File: src/rtl/word_serializer.sv
`default_nettype none
// ============================================================================
// Module   : word_serializer
// Purpose  : Pops words from a first-word-fall-through buffer and sends each
//            one as a valid/ready byte stream with a last-byte marker.
// Revision : 1.0 - initial release
// ============================================================================
module word_serializer #(
    parameter int DATA_WIDTH = 35,
    parameter bit MSB_FIRST  = 1'b0,
    parameter int CNT_WIDTH  = 16
) (
    input  logic                  clk,
    input  logic                  reset,
    input  logic                  buf_empty,
    input  logic [DATA_WIDTH-1:0] buf_data,
    output logic                  next_ready,
    output logic                  out_valid,
    input  logic                  out_ready,
    output logic [7:0]            out_byte,
    output logic                  out_last,
    output logic                  busy,
    output logic [CNT_WIDTH-1:0]  words_sent
);

    localparam int NB = (DATA_WIDTH + 7) / 8;
    localparam int SW = NB * 8;
    localparam int IW = (NB > 1) ? $clog2(NB) : 1;
    localparam logic [IW-1:0] LAST_IDX = IW'(NB - 1);

    localparam logic [0:0] S_IDLE = 1'b0;
    localparam logic [0:0] S_SEND = 1'b1;

    logic [0:0]           state_q, state_d;
    logic [SW-1:0]        word_q,  word_d;
    logic [IW-1:0]        idx_q,   idx_d;
    logic [CNT_WIDTH-1:0] cnt_q,   cnt_d;

    logic          w_accept;
    logic          w_final;
    logic          w_pop;
    logic [IW-1:0] w_sel;
    logic [SW-1:0] w_shift;

    assign w_accept = (state_q == S_SEND) && out_ready;
    assign w_final  = w_accept && (idx_q == LAST_IDX);
    // Gated by reset so the pop strobe reads 0 while reset is held.
    assign w_pop    = reset && !buf_empty && ((state_q == S_IDLE) || w_final);

    always_comb begin
        state_d = state_q;
        word_d  = word_q;
        idx_d   = idx_q;
        cnt_d   = cnt_q;
        if (w_final) begin
            cnt_d = cnt_q + 1'b1;
        end
        if (w_pop) begin
            word_d                 = '0;
            word_d[DATA_WIDTH-1:0] = buf_data;
            idx_d                  = '0;
            state_d                = S_SEND;
        end else if (w_final) begin
            idx_d   = '0;
            state_d = S_IDLE;
        end else if (w_accept) begin
            idx_d = idx_q + 1'b1;
        end
    end

    always_ff @(posedge clk or negedge reset) begin
        if (!reset) begin
            state_q <= S_IDLE;
            word_q  <= '0;
            idx_q   <= '0;
            cnt_q   <= '0;
        end else begin
            state_q <= state_d;
            word_q  <= word_d;
            idx_q   <= idx_d;
            cnt_q   <= cnt_d;
        end
    end

    assign w_sel   = MSB_FIRST ? (LAST_IDX - idx_q) : idx_q;
    assign w_shift = word_q >> {w_sel, 3'b000};

    assign next_ready = w_pop;
    assign out_valid  = (state_q == S_SEND);
    assign busy       = (state_q == S_SEND);
    assign out_byte   = out_valid ? w_shift[7:0] : 8'h00;
    assign out_last   = out_valid && (idx_q == LAST_IDX);
    assign words_sent = cnt_q;

endmodule
`default_nettype wire

File: config.mk
export PLATFORM = sky130hd
export DESIGN_NAME = word_serializer
export DESIGN_NICKNAME = d
export VERILOG_FILES = /design/src/rtl/word_serializer.sv
export SDC_FILE = /design/constraint.sdc
export NUM_CORES = 1
export LEC_CHECK = 0
export CORE_MARGIN = 2
export CORE_UTILIZATION = 27
export CTS_BUF_LIST = sky130_fd_sc_hd__clkbuf_16
export DETAILED_ROUTE_END_ITERATION = 8
export PLACE_DENSITY = 0.54
export SETUP_SLACK_MARGIN = 0.15
export SLEW_MARGIN = 25
export SYNTH_ARGS = -nofsm -noshare
export SYNTH_HDL_FRONTEND = slang
export SYNTH_SLANG_ARGS = --single-unit
export TNS_END_PERCENT = 30
File: constraint.sdc
create_clock -name clk -period 2 [get_ports clk]
set_input_delay 0.3 -clock clk [delete_from_list [all_inputs] [get_ports clk]]
set_output_delay 0.3 -clock clk [all_outputs]
set_load 0.1 [all_outputs]
==> impl_metrics.ini, run 1 <==
[yosys]
synth_top_cell_area_share_pct = 53.7
ys_top_cells_by_area = dfrtp_1 54%, mux2_2 13%, mux4_2 7.0%
synth_xor_area_share_pct = 5.47
synth_area_sq_um = 2560
yosysMostFrequentCell = dfrtp_1
synth_nets = 234
yosys.area_share.simple_pct = 12.1
ys.flop_type = dfrtp_1
muxShareOfSynthArea_pct = 22.4
yosysSeqAreaShare_pct = 53.7
ys_types = 30
synth_compound_gate_area_share_pct = 1.81
synth_commonest_cells = 55 x dfrtp_1, 29 x mux2_2, 17 x nand2_1
synth_top_cell_by_area = dfrtp_1
synth_warnings = 0
synth_top_family_by_area = multiplexers
synth-edff-count = 0
synth_async_sr_flop_share_pct = 100
synth.avg_cell_area_sq_um = 13.3
syn_inst = 192
synthAdderAreaFrac_pct = 1.47
synth-seq-cells = 55

[timing]
hold_slack_ns = 0.168
rsz0062_at_grt = yes
min_period_ns = 2.04
timing.final.ws_setup_ns = -0.0417
setup_tns_ns = -0.0670
fmax_mhz = 490
clock_skew_ns = 0.0106
finalCritPeriodShare_pct = 102
finalSetupViolations = 3
report.final.slew_viol_count = 0
slew_headroom_pct = 52.6
tightest_slew_ns = 0.711
hold_viol = 0

[power]
p_int_w = 0.00374
power.share.clock_pct = 13.0
power_w = 0.00676
leakage_nw = 1.63
p_comb_share_pct = 60.1
power_switching_w = 0.00302
p_seq_share_pct = 26.9
swShare_pct = 44.7
vdd_drop_max_v = 0.00106
p_per_area_nw_per_um2 = 1800

[route]
drt_iter0_drc = 54
dr.pass1.iters = 4
antenna_left = 0
wire_per_inst_um = 14.1
drc = 0
routed_wl_mm = 5.63
vias_per_cell = 4.30
via_count = 1710

[global_routing]
grt_max_degree = 56
grt.total_usage_pct = 11.5
gr-total-overflow = 0
grt_pass1_wl_mm = 9.23
grt_pass1_vias = 1771
grt_antenna_before_repair = 0

[worst_setup_path]
critical_path_class = register to primary output
worstPathRequired_ns = 1.70
worstPathMaxFanout = 6
cp.arrival_ns = 1.74
crit_path_end_kind = primary output
startpoint_type = register

[final_layout]
nets = 310
area_growth_pct = 46.9
diodes = 0
drive_gt1_share_pct = 38.7
design_area_sq_um = 3760

[clocking]
clk_pin_slew_ns = 0.08
insertion_delay_ns = 0.29
cts_buffers = 5
cts_root_buf = clkbuf_16
cts_buffer_depth = 2
clkSinkCount = 55
ctsHtreeMaxLevel = 2
cts_tree = yes

[floorplan]
rows = 35
io-pin-count = 67
initial_core_util_pct = 27.7
die_y_um = 101
die-area_sq_um = 10300
die_w_um = 101
core_area_sq_um = 9240

[placement]
placed_cell_area_sq_um = 3560
dpl.hpwl_mm = 4.10
place_ws_ns = 0.143
gp_congestion = 0.774
port_buffers = 66

[min_path]
hp-class = input pin to async pin

[job]
max_cap_violations = 0

[run_status]
violations = negative setup slack
status = finished with violations
## flip-flops by register name (all words and copies together) (netlist names)
| register | count |
|---|---|
| word_q | 35 |
| busy | 1 |
| words_sent | 16 |
| idx_q | 3 |
## critical path, cell delays in order (launching register included)
cell and delay [ns]:
dfrtp_1 0.38, buf_6 0.16, mux4_2 0.57, nand2b_4 0.11
a21boi_4 0.06, buf_12 0.16
## metrics by stage
step,instances,utilization (%)
2_1_floorplan,192,-
3_3_place_gp,388,38.6
3_5_place_dp,388,38.6
4_1_cts,398,40.6
5_1_grt,398,40.7
6_report,398,40.7
## layout by cell type, fill, tap and decap left out, types with 3 or more instances in the layout
master and n:
buf_4 25, dfrtp_1 54, buf_12 13, a21boi_4 3
nor2b_4 5, xor2_1 3, nor2_1 7, nand3_1 7
mux2_2 29, mux2_1 6, nand4_1 5, clkdlybuf4s50_1 37
xnor2_1 13, nand2_1 17, clkbuf_16 5, mux4_2 8
## cell type report
class | instances | area (sq um)
Clock inverter | 3 | 25.0
Timing Repair Buffer | 78 | 850
Inverter | 2 | 7.51
Sequential cell | 55 | 1380
Clock buffer | 5 | 125
Multi-Input combinational cell | 126 | 1210
Fill cell | 878 | 5480
Tap cell | 129 | 161
## final timing paths
path | depth (start not counted) | startpoint | to | slack [ns]
worst max-delay path | 5 | idx_q[0] | out_byte[0] | -0.04
worst min-delay path | 2 | reset | idx_q[0] | 0.17
worst max register to register | 7 | idx_q[0] | word_q[33] | 0.18
worst min register to register | 1 | words_sent[15] | words_sent[15] | 0.47
max in group asynchronous | 2 | reset | busy | 1.30
min in group clk | 3 | reset | busy | 0.30
## cell families after synthesis
family                     count (synthesis)
DFF                                       55
and+or+nand+nor                           57
AOI/OAI and AO/OA                          7
buffers and inverters                     11
muxes                                     43
xor gates and xnor gates                  16
adders and majority gates                  3
## metal layers
layer	track usage, %	wire, um	share of wire [%]	up-vias
li1	-	-	-	824
met5	0	0	0	-
met3	1.93	160	2.8	5
met2	18.3	2680	48	28
met1	16.2	2720	48	853
met4	3.43	63	1.1	0
## repair_timing
item,4_1_cts,5_1_grt
endpoints found under the setup margin,9,13
buffers inserted,2,0
resized for setup,5,2
pin swaps,2,1
hold buffers,0,0
## power by group through the flow
stage,Clock [W],Sequential (W),Combinational (W)
final,0.000881,0.00182,0.00406
after global routing,0.000970,0.00188,0.00423
after CTS,0.000925,0.00182,0.00407
after detailed placement,0,0.00184,0.00402
after global placement,0,0.00183,0.00399
after floorplan,0,0.00199,0.00261
No activity file was read; power rests on OpenSTA's default activity.
==> inputs of run 2 (changes only) <==
--- a/config.mk
+++ b/config.mk
@@ -9,7 +9,9 @@
 export CORE_UTILIZATION = 27
 export CTS_BUF_LIST = sky130_fd_sc_hd__clkbuf_16
 export DETAILED_ROUTE_END_ITERATION = 8
+export GPL_ROUTABILITY_DRIVEN = 1
 export PLACE_DENSITY = 0.54
+export RECOVER_POWER = 25
 export SETUP_SLACK_MARGIN = 0.15
 export SLEW_MARGIN = 25
 export SYNTH_ARGS = -nofsm -noshare
==> run 2 against run 1 <==
Compared with the run above:
- maximum frequency barely moved
- largest cell class unchanged
- die area stayed put
- global-route usage is the same
- hold slack improved by 0.13 ns
- clock power about the same
- critical path depth unchanged
- the flow still finishes with violations (negative setup slack)
- first-iteration DRC count rose by 3.7%
- critical path type unchanged
==> impl_metrics.ini, run 2 (synthesis results as in run 1) <==
[worst_setup_path]
crit_path_end_kind = primary output
startpoint_type = register
cpPeakStageDelay_ns = 0.57
reg2reg_from = idx_q[0]
startpoint = idx_q[0]
worstPathMaxFanout = 6
critical_path_class = register to primary output
cp.arrival_ns = 1.74
rr_endpoint = word_q[33]
slowest_stage = mux4_2
worstPathRequired_ns = 1.70
r2r_slack_ns = 0.18
rr_worst_depth = 7
path_cells = buf_6, mux4_2, nand2b_4, a21boi_4, buf_12

[final_layout]
multi_input_area_sq_um = 1210
drive_gt1_share_pct = 38.7
seq_area_sq_um = 1380
largest_reg_flops = 35
area_growth_pct = 46.8
final_cell_mix = 54 x dfrtp_1, 37 x clkdlybuf4s50_1, 29 x mux2_2
diodes = 0
nets = 310
final_common_cell = dfrtp_1
regMostFlops = word_q
fillers = 879
stdcell_count = 398

[route]
wire_per_inst_um = 14.1
antenna_left = 0
vias_per_cell = 4.29
dr.pass1.iters = 2
drt_iter0_drc = 56
drc = 0
routed_wl_mm = 5.63
via_count = 1708

[placement]
port_buffers = 66
gp_congestion = 0.774
dpl.hpwl_mm = 4.10
dp_cells = 388

[clocking]
postCtsHoldBufs = 0
insertion_delay_ns = 0.29
cts_buffer_depth = 2
cts_buffers = 5
cts_root_buf = clkbuf_16
clkSinkCount = 55
ctsHtreeMaxLevel = 2
clk_pin_slew_ns = 0.08
cts_tree = yes

[timing]
timing.final.ws_setup_ns = -0.0420
report.final.slew_viol_count = 0
slew_headroom_pct = 7.08
finalSetupViolations = 3
hold_viol = 0
rsz0062_at_grt = yes
min_period_ns = 2.04
clock_skew_ns = 0.0109
finalCritPeriodShare_pct = 102
fmax_mhz = 490
tightest_slew_ns = 1.39

[global_routing]
grt_pass1_wl_mm = 9.23
grt_pass1_vias = 1771
grtUsageMet1_pct = 16.2
met3_usage_pct = 1.93
grt_antenna_before_repair = 0
busiest_layer = met2
grt_max_degree = 56
grt.total_usage_pct = 11.5
gr-total-overflow = 0
met2_usage_pct = 18.3

[floorplan]
io-pin-count = 67
core_area_sq_um = 9240
initial_core_util_pct = 27.7
rows = 35
die_w_um = 101
die-area_sq_um = 10300
die_y_um = 101

[power]
vdd_drop_max_v = 0.00106
p_per_area_nw_per_um2 = 1800
leakage_nw = 1.63
power_w = 0.00676

[min_path]
hp-class = input pin to register
hold_path_end = busy
min_from = reset
holdPathStages = 3

[run_status]
violations = negative setup slack
status = finished with violations

[job]
max_cap_violations = 0
-- run 2: cell type report --
class | count | share of cell area [%]
Clock inverter | 3 | 0.665
Multi-Input combinational cell | 126 | 32.3
Clock buffer | 5 | 3.33
Tap cell | 129 | 4.29
Sequential cell | 55 | 36.7
Timing Repair Buffer | 78 | 22.5
Inverter | 2 | 0.200
-- run 2: routing by layer --
layer / up-vias / share of wire, %
met5: - / 0
met4: 0 / 1.1
met3: 5 / 2.9
met2: 28 / 48
met1: 853 / 48
li1: 822 / -
-- run 2: what timing repair did --
action,CTS,global route
hold endpoints to repair,0,0
buffers inserted,2,0
endpoints found under the setup margin,9,13
resized for setup,5,2
pin swaps,2,1
cloned,0,0
-- run 2: how the worst max path moves through the flow --
stage / slack [ns] / end / depth (start not counted)
after floorplan: 0.005 / word_q[16] / 8
after global placement: 0.14 / next_ready / 5
after detailed placement: 0.14 / next_ready / 5
after CTS: -0.06 / out_byte[0] / 5
after global routing: -0.11 / out_byte[0] / 5
final: -0.04 / out_byte[0] / 5
-- run 2: critical path: cells and delay by family, from the launching register on --
kind            cells  cell delay [ns]
buf+inv             2             0.32
flops               1             0.38
compound gates      1             0.06
simple gates        1             0.11
mux                 1             0.57
-- run 2: power breakdown --
part           switching, W  internal (W)
clock network      0.000415      0.000469
registers          0.000290       0.00153
logic               0.00232       0.00174
-- run 2: stage by stage --
stage	utilization [%]	hold slack, ns	setup TNS [ns]	area, sq um	worst slack, ns
floorplan	-	0.00441	0	2650	0.00484
global placement	38.6	0.462	0	3560	0.137
detailed placement	38.6	0.468	0	3560	0.143
CTS	40.6	0.192	-0.168	3750	-0.0614
global route	40.7	0.326	-0.396	3760	-0.108
finish	40.7	0.300	-0.0720	3760	-0.0420
==> inputs of run 3 (changes only) <==
--- a/config.mk
+++ b/config.mk
@@ -10,7 +10,8 @@
 export CTS_BUF_LIST = sky130_fd_sc_hd__clkbuf_16
 export DETAILED_ROUTE_END_ITERATION = 8
 export GPL_ROUTABILITY_DRIVEN = 1
-export PLACE_DENSITY = 0.54
+export GPL_TIMING_DRIVEN = 0
+export PLACE_DENSITY = 0.52
 export RECOVER_POWER = 25
 export SETUP_SLACK_MARGIN = 0.15
 export SLEW_MARGIN = 25
==> constraint.sdc (replaced) <==
create_clock -name clk -period 2.1 [get_ports clk]
set_input_delay 0.315 -clock clk [delete_from_list [all_inputs] [get_ports clk]]
set_output_delay 0.315 -clock clk [all_outputs]
set_load 0.1 [all_outputs]
==> run 3 against run 2 <==
Compared with the run above:
- global-route usage is 0.65 points higher
- critical path depth up 3
- count of clock-buffer cells in the layout did not move
- the flow now finishes without violations
- sequential cell count unchanged
- combinational power increased by 3%
==> impl_metrics.ini, run 3 (synthesis results as in run 1) <==
[route]
drt_iter0_drc = 50
dr.pass1.iters = 4
drc = 0
wire_per_inst_um = 14.5
via_count = 1784
routed_wl_mm = 6.01
vias_per_cell = 4.30
antenna_left = 0

[worst_setup_path]
cpMostUsedCell = buf_12
r2r_slack_ns = 0.17
cpLargestDelayFamily = buffers and inverters
path_cells = clkbuf_16, clkinv_8, ha_4, nand3_4, a21oi_4, buf_6, buf_12, buf_12
worstPathMaxFanout = 4
cp_num_buf_inv = 5
worstPathRequired_ns = 1.78
cpPeakStageDelay_ns = 0.46
critical_path_class = register to primary output
slowest_stage = dfrtp_2
reg2reg_from = idx_q[0]
crit_path_end_kind = primary output
startpoint_type = register
rr_worst_depth = 10
cp.arrival_ns = 1.78
rr_endpoint = word_q[19]

[power]
leakage_nw = 1.74
power_w = 0.00686
vdd_drop_max_v = 0.00126
p_per_area_nw_per_um2 = 1720

[placement]
gp_congestion = 0.747
dpl.hpwl_mm = 4.11
port_buffers = 66

[final_layout]
final_common_cell = dfrtp_1
drive_gt1_share_pct = 37.1
final_cell_mix = 53 x dfrtp_1, 37 x clkdlybuf4s50_1, 29 x mux2_2
area_growth_pct = 55.9
largest_reg_flops = 35
fillers = 859
nets = 327
diodes = 0
regMostFlops = word_q

[clocking]
cts_buffer_depth = 2
clk_pin_slew_ns = 0.07
insertion_delay_ns = 0.29
ctsHtreeMaxLevel = 2
cts_buffers = 5
clkSinkCount = 55
cts_root_buf = clkbuf_16
cts_tree = yes

[global_routing]
grt_pass1_vias = 1860
grt_antenna_before_repair = 0
grt_max_degree = 23
grt_pass1_wl_mm = 9.63
grt.total_usage_pct = 12.2
gr-total-overflow = 0

[timing]
fmax_mhz = 478
hold_viol = 0
finalCritPeriodShare_pct = 99.6
finalSetupViolations = 0
report.final.slew_viol_count = 0
rsz0062_at_grt = yes
hold_slack_ns = 0.464
slew_headroom_pct = 19.1
clock_skew_ns = 0.0110
tightest_slew_ns = 1.21
min_period_ns = 2.09

[floorplan]
die-area_sq_um = 10300
die_w_um = 101
core_area_sq_um = 9240
rows = 35
die_y_um = 101
initial_core_util_pct = 27.7
io-pin-count = 67

[job]
max_cap_violations = 0

[run_status]
status = finished clean

[min_path]
min_from = words_sent[15]
hp-class = register to register
holdPathStages = 1
hold_path_end = words_sent[15]
[run 3: routing by layer]
layer	GRT usage [%]	vias to the layer above	wire length [um]
met5	0	-	0
met4	3.43	0	65
met3	1.93	4	182
met2	19.6	29	2910
met1	17.1	888	2850
li1	-	863	-
[run 3: cell type report]
cell class	instances	area, sq um	area share, %
clock inverter	3	42.5	1.07
sequential	55	1380	34.6
buffer	9	97.6	2.44
clock buffer	5	125	3.13
tap	129	161	4.04
multi-input combinational	126	1250	31.2
inverter	2	20.0	0.501
timing repair buffer	86	918	23.0
[run 3: metrics by stage]
stage | setup slack (ns) | std cells | util (%) | instance area, sq um | setup TNS, ns
finish | 0.00904 | 415 | 43.2 | 3990 | 0
floorplan | 0.105 | 192 | - | 2650 | 0
global placement | -3.02 | 387 | 37.6 | 3470 | -145.83
CTS | -0.0940 | 400 | 41.4 | 3830 | -0.0940
global route | -0.0677 | 415 | 43.2 | 3990 | -0.334
detailed placement | -1.02 | 388 | 37.8 | 3500 | -5.42
[run 3: repair_timing]
| item | 4_1_cts | 5_1_grt |
|---|---|---|
| hold buffers | 3 | 0 |
| pin swaps | 1 | 4 |
| gates resized for setup | 119 | 26 |
| endpoints found under the setup margin | 64 | 23 |
| hold endpoints to repair | 13 | 0 |
| setup buffers | 1 | 14 |
| gates cloned | 0 | 1 |
[run 3: worst max-delay path by stage]
stage / start / cells past startpoint / to / slack [ns]
after floorplan: idx_q[0] / 8 / word_q[16] / 0.10
after global placement: reset / 6 / next_ready / -3.02
after detailed placement: idx_q[0] / 8 / next_ready / -1.02
after CTS: idx_q[1] / 8 / next_ready / -0.09
after global routing: idx_q[0] / 8 / next_ready / -0.07
final: idx_q[0] / 8 / next_ready / 0.009
[run 3: power breakdown]
group / switching [W] / internal (W) / total, W
logic: 0.00232 / 0.00188 / 0.00420
registers: 0.000251 / 0.00146 / 0.00171
clock network: 0.000384 / 0.000564 / 0.000948
[run 3: worst reg2reg max path, stage by stage (launching register included)]
cell and delay (ns):
dfrtp_2 0.46, clkbuf_16 0.18, clkinv_8 0.05, ha_4 0.13, nand3_4 0.07, a21oi_4 0.19
buf_6 0.14, buf_12 0.11, buf_4 0.11, buf_6 0.10, mux2_4 0.29
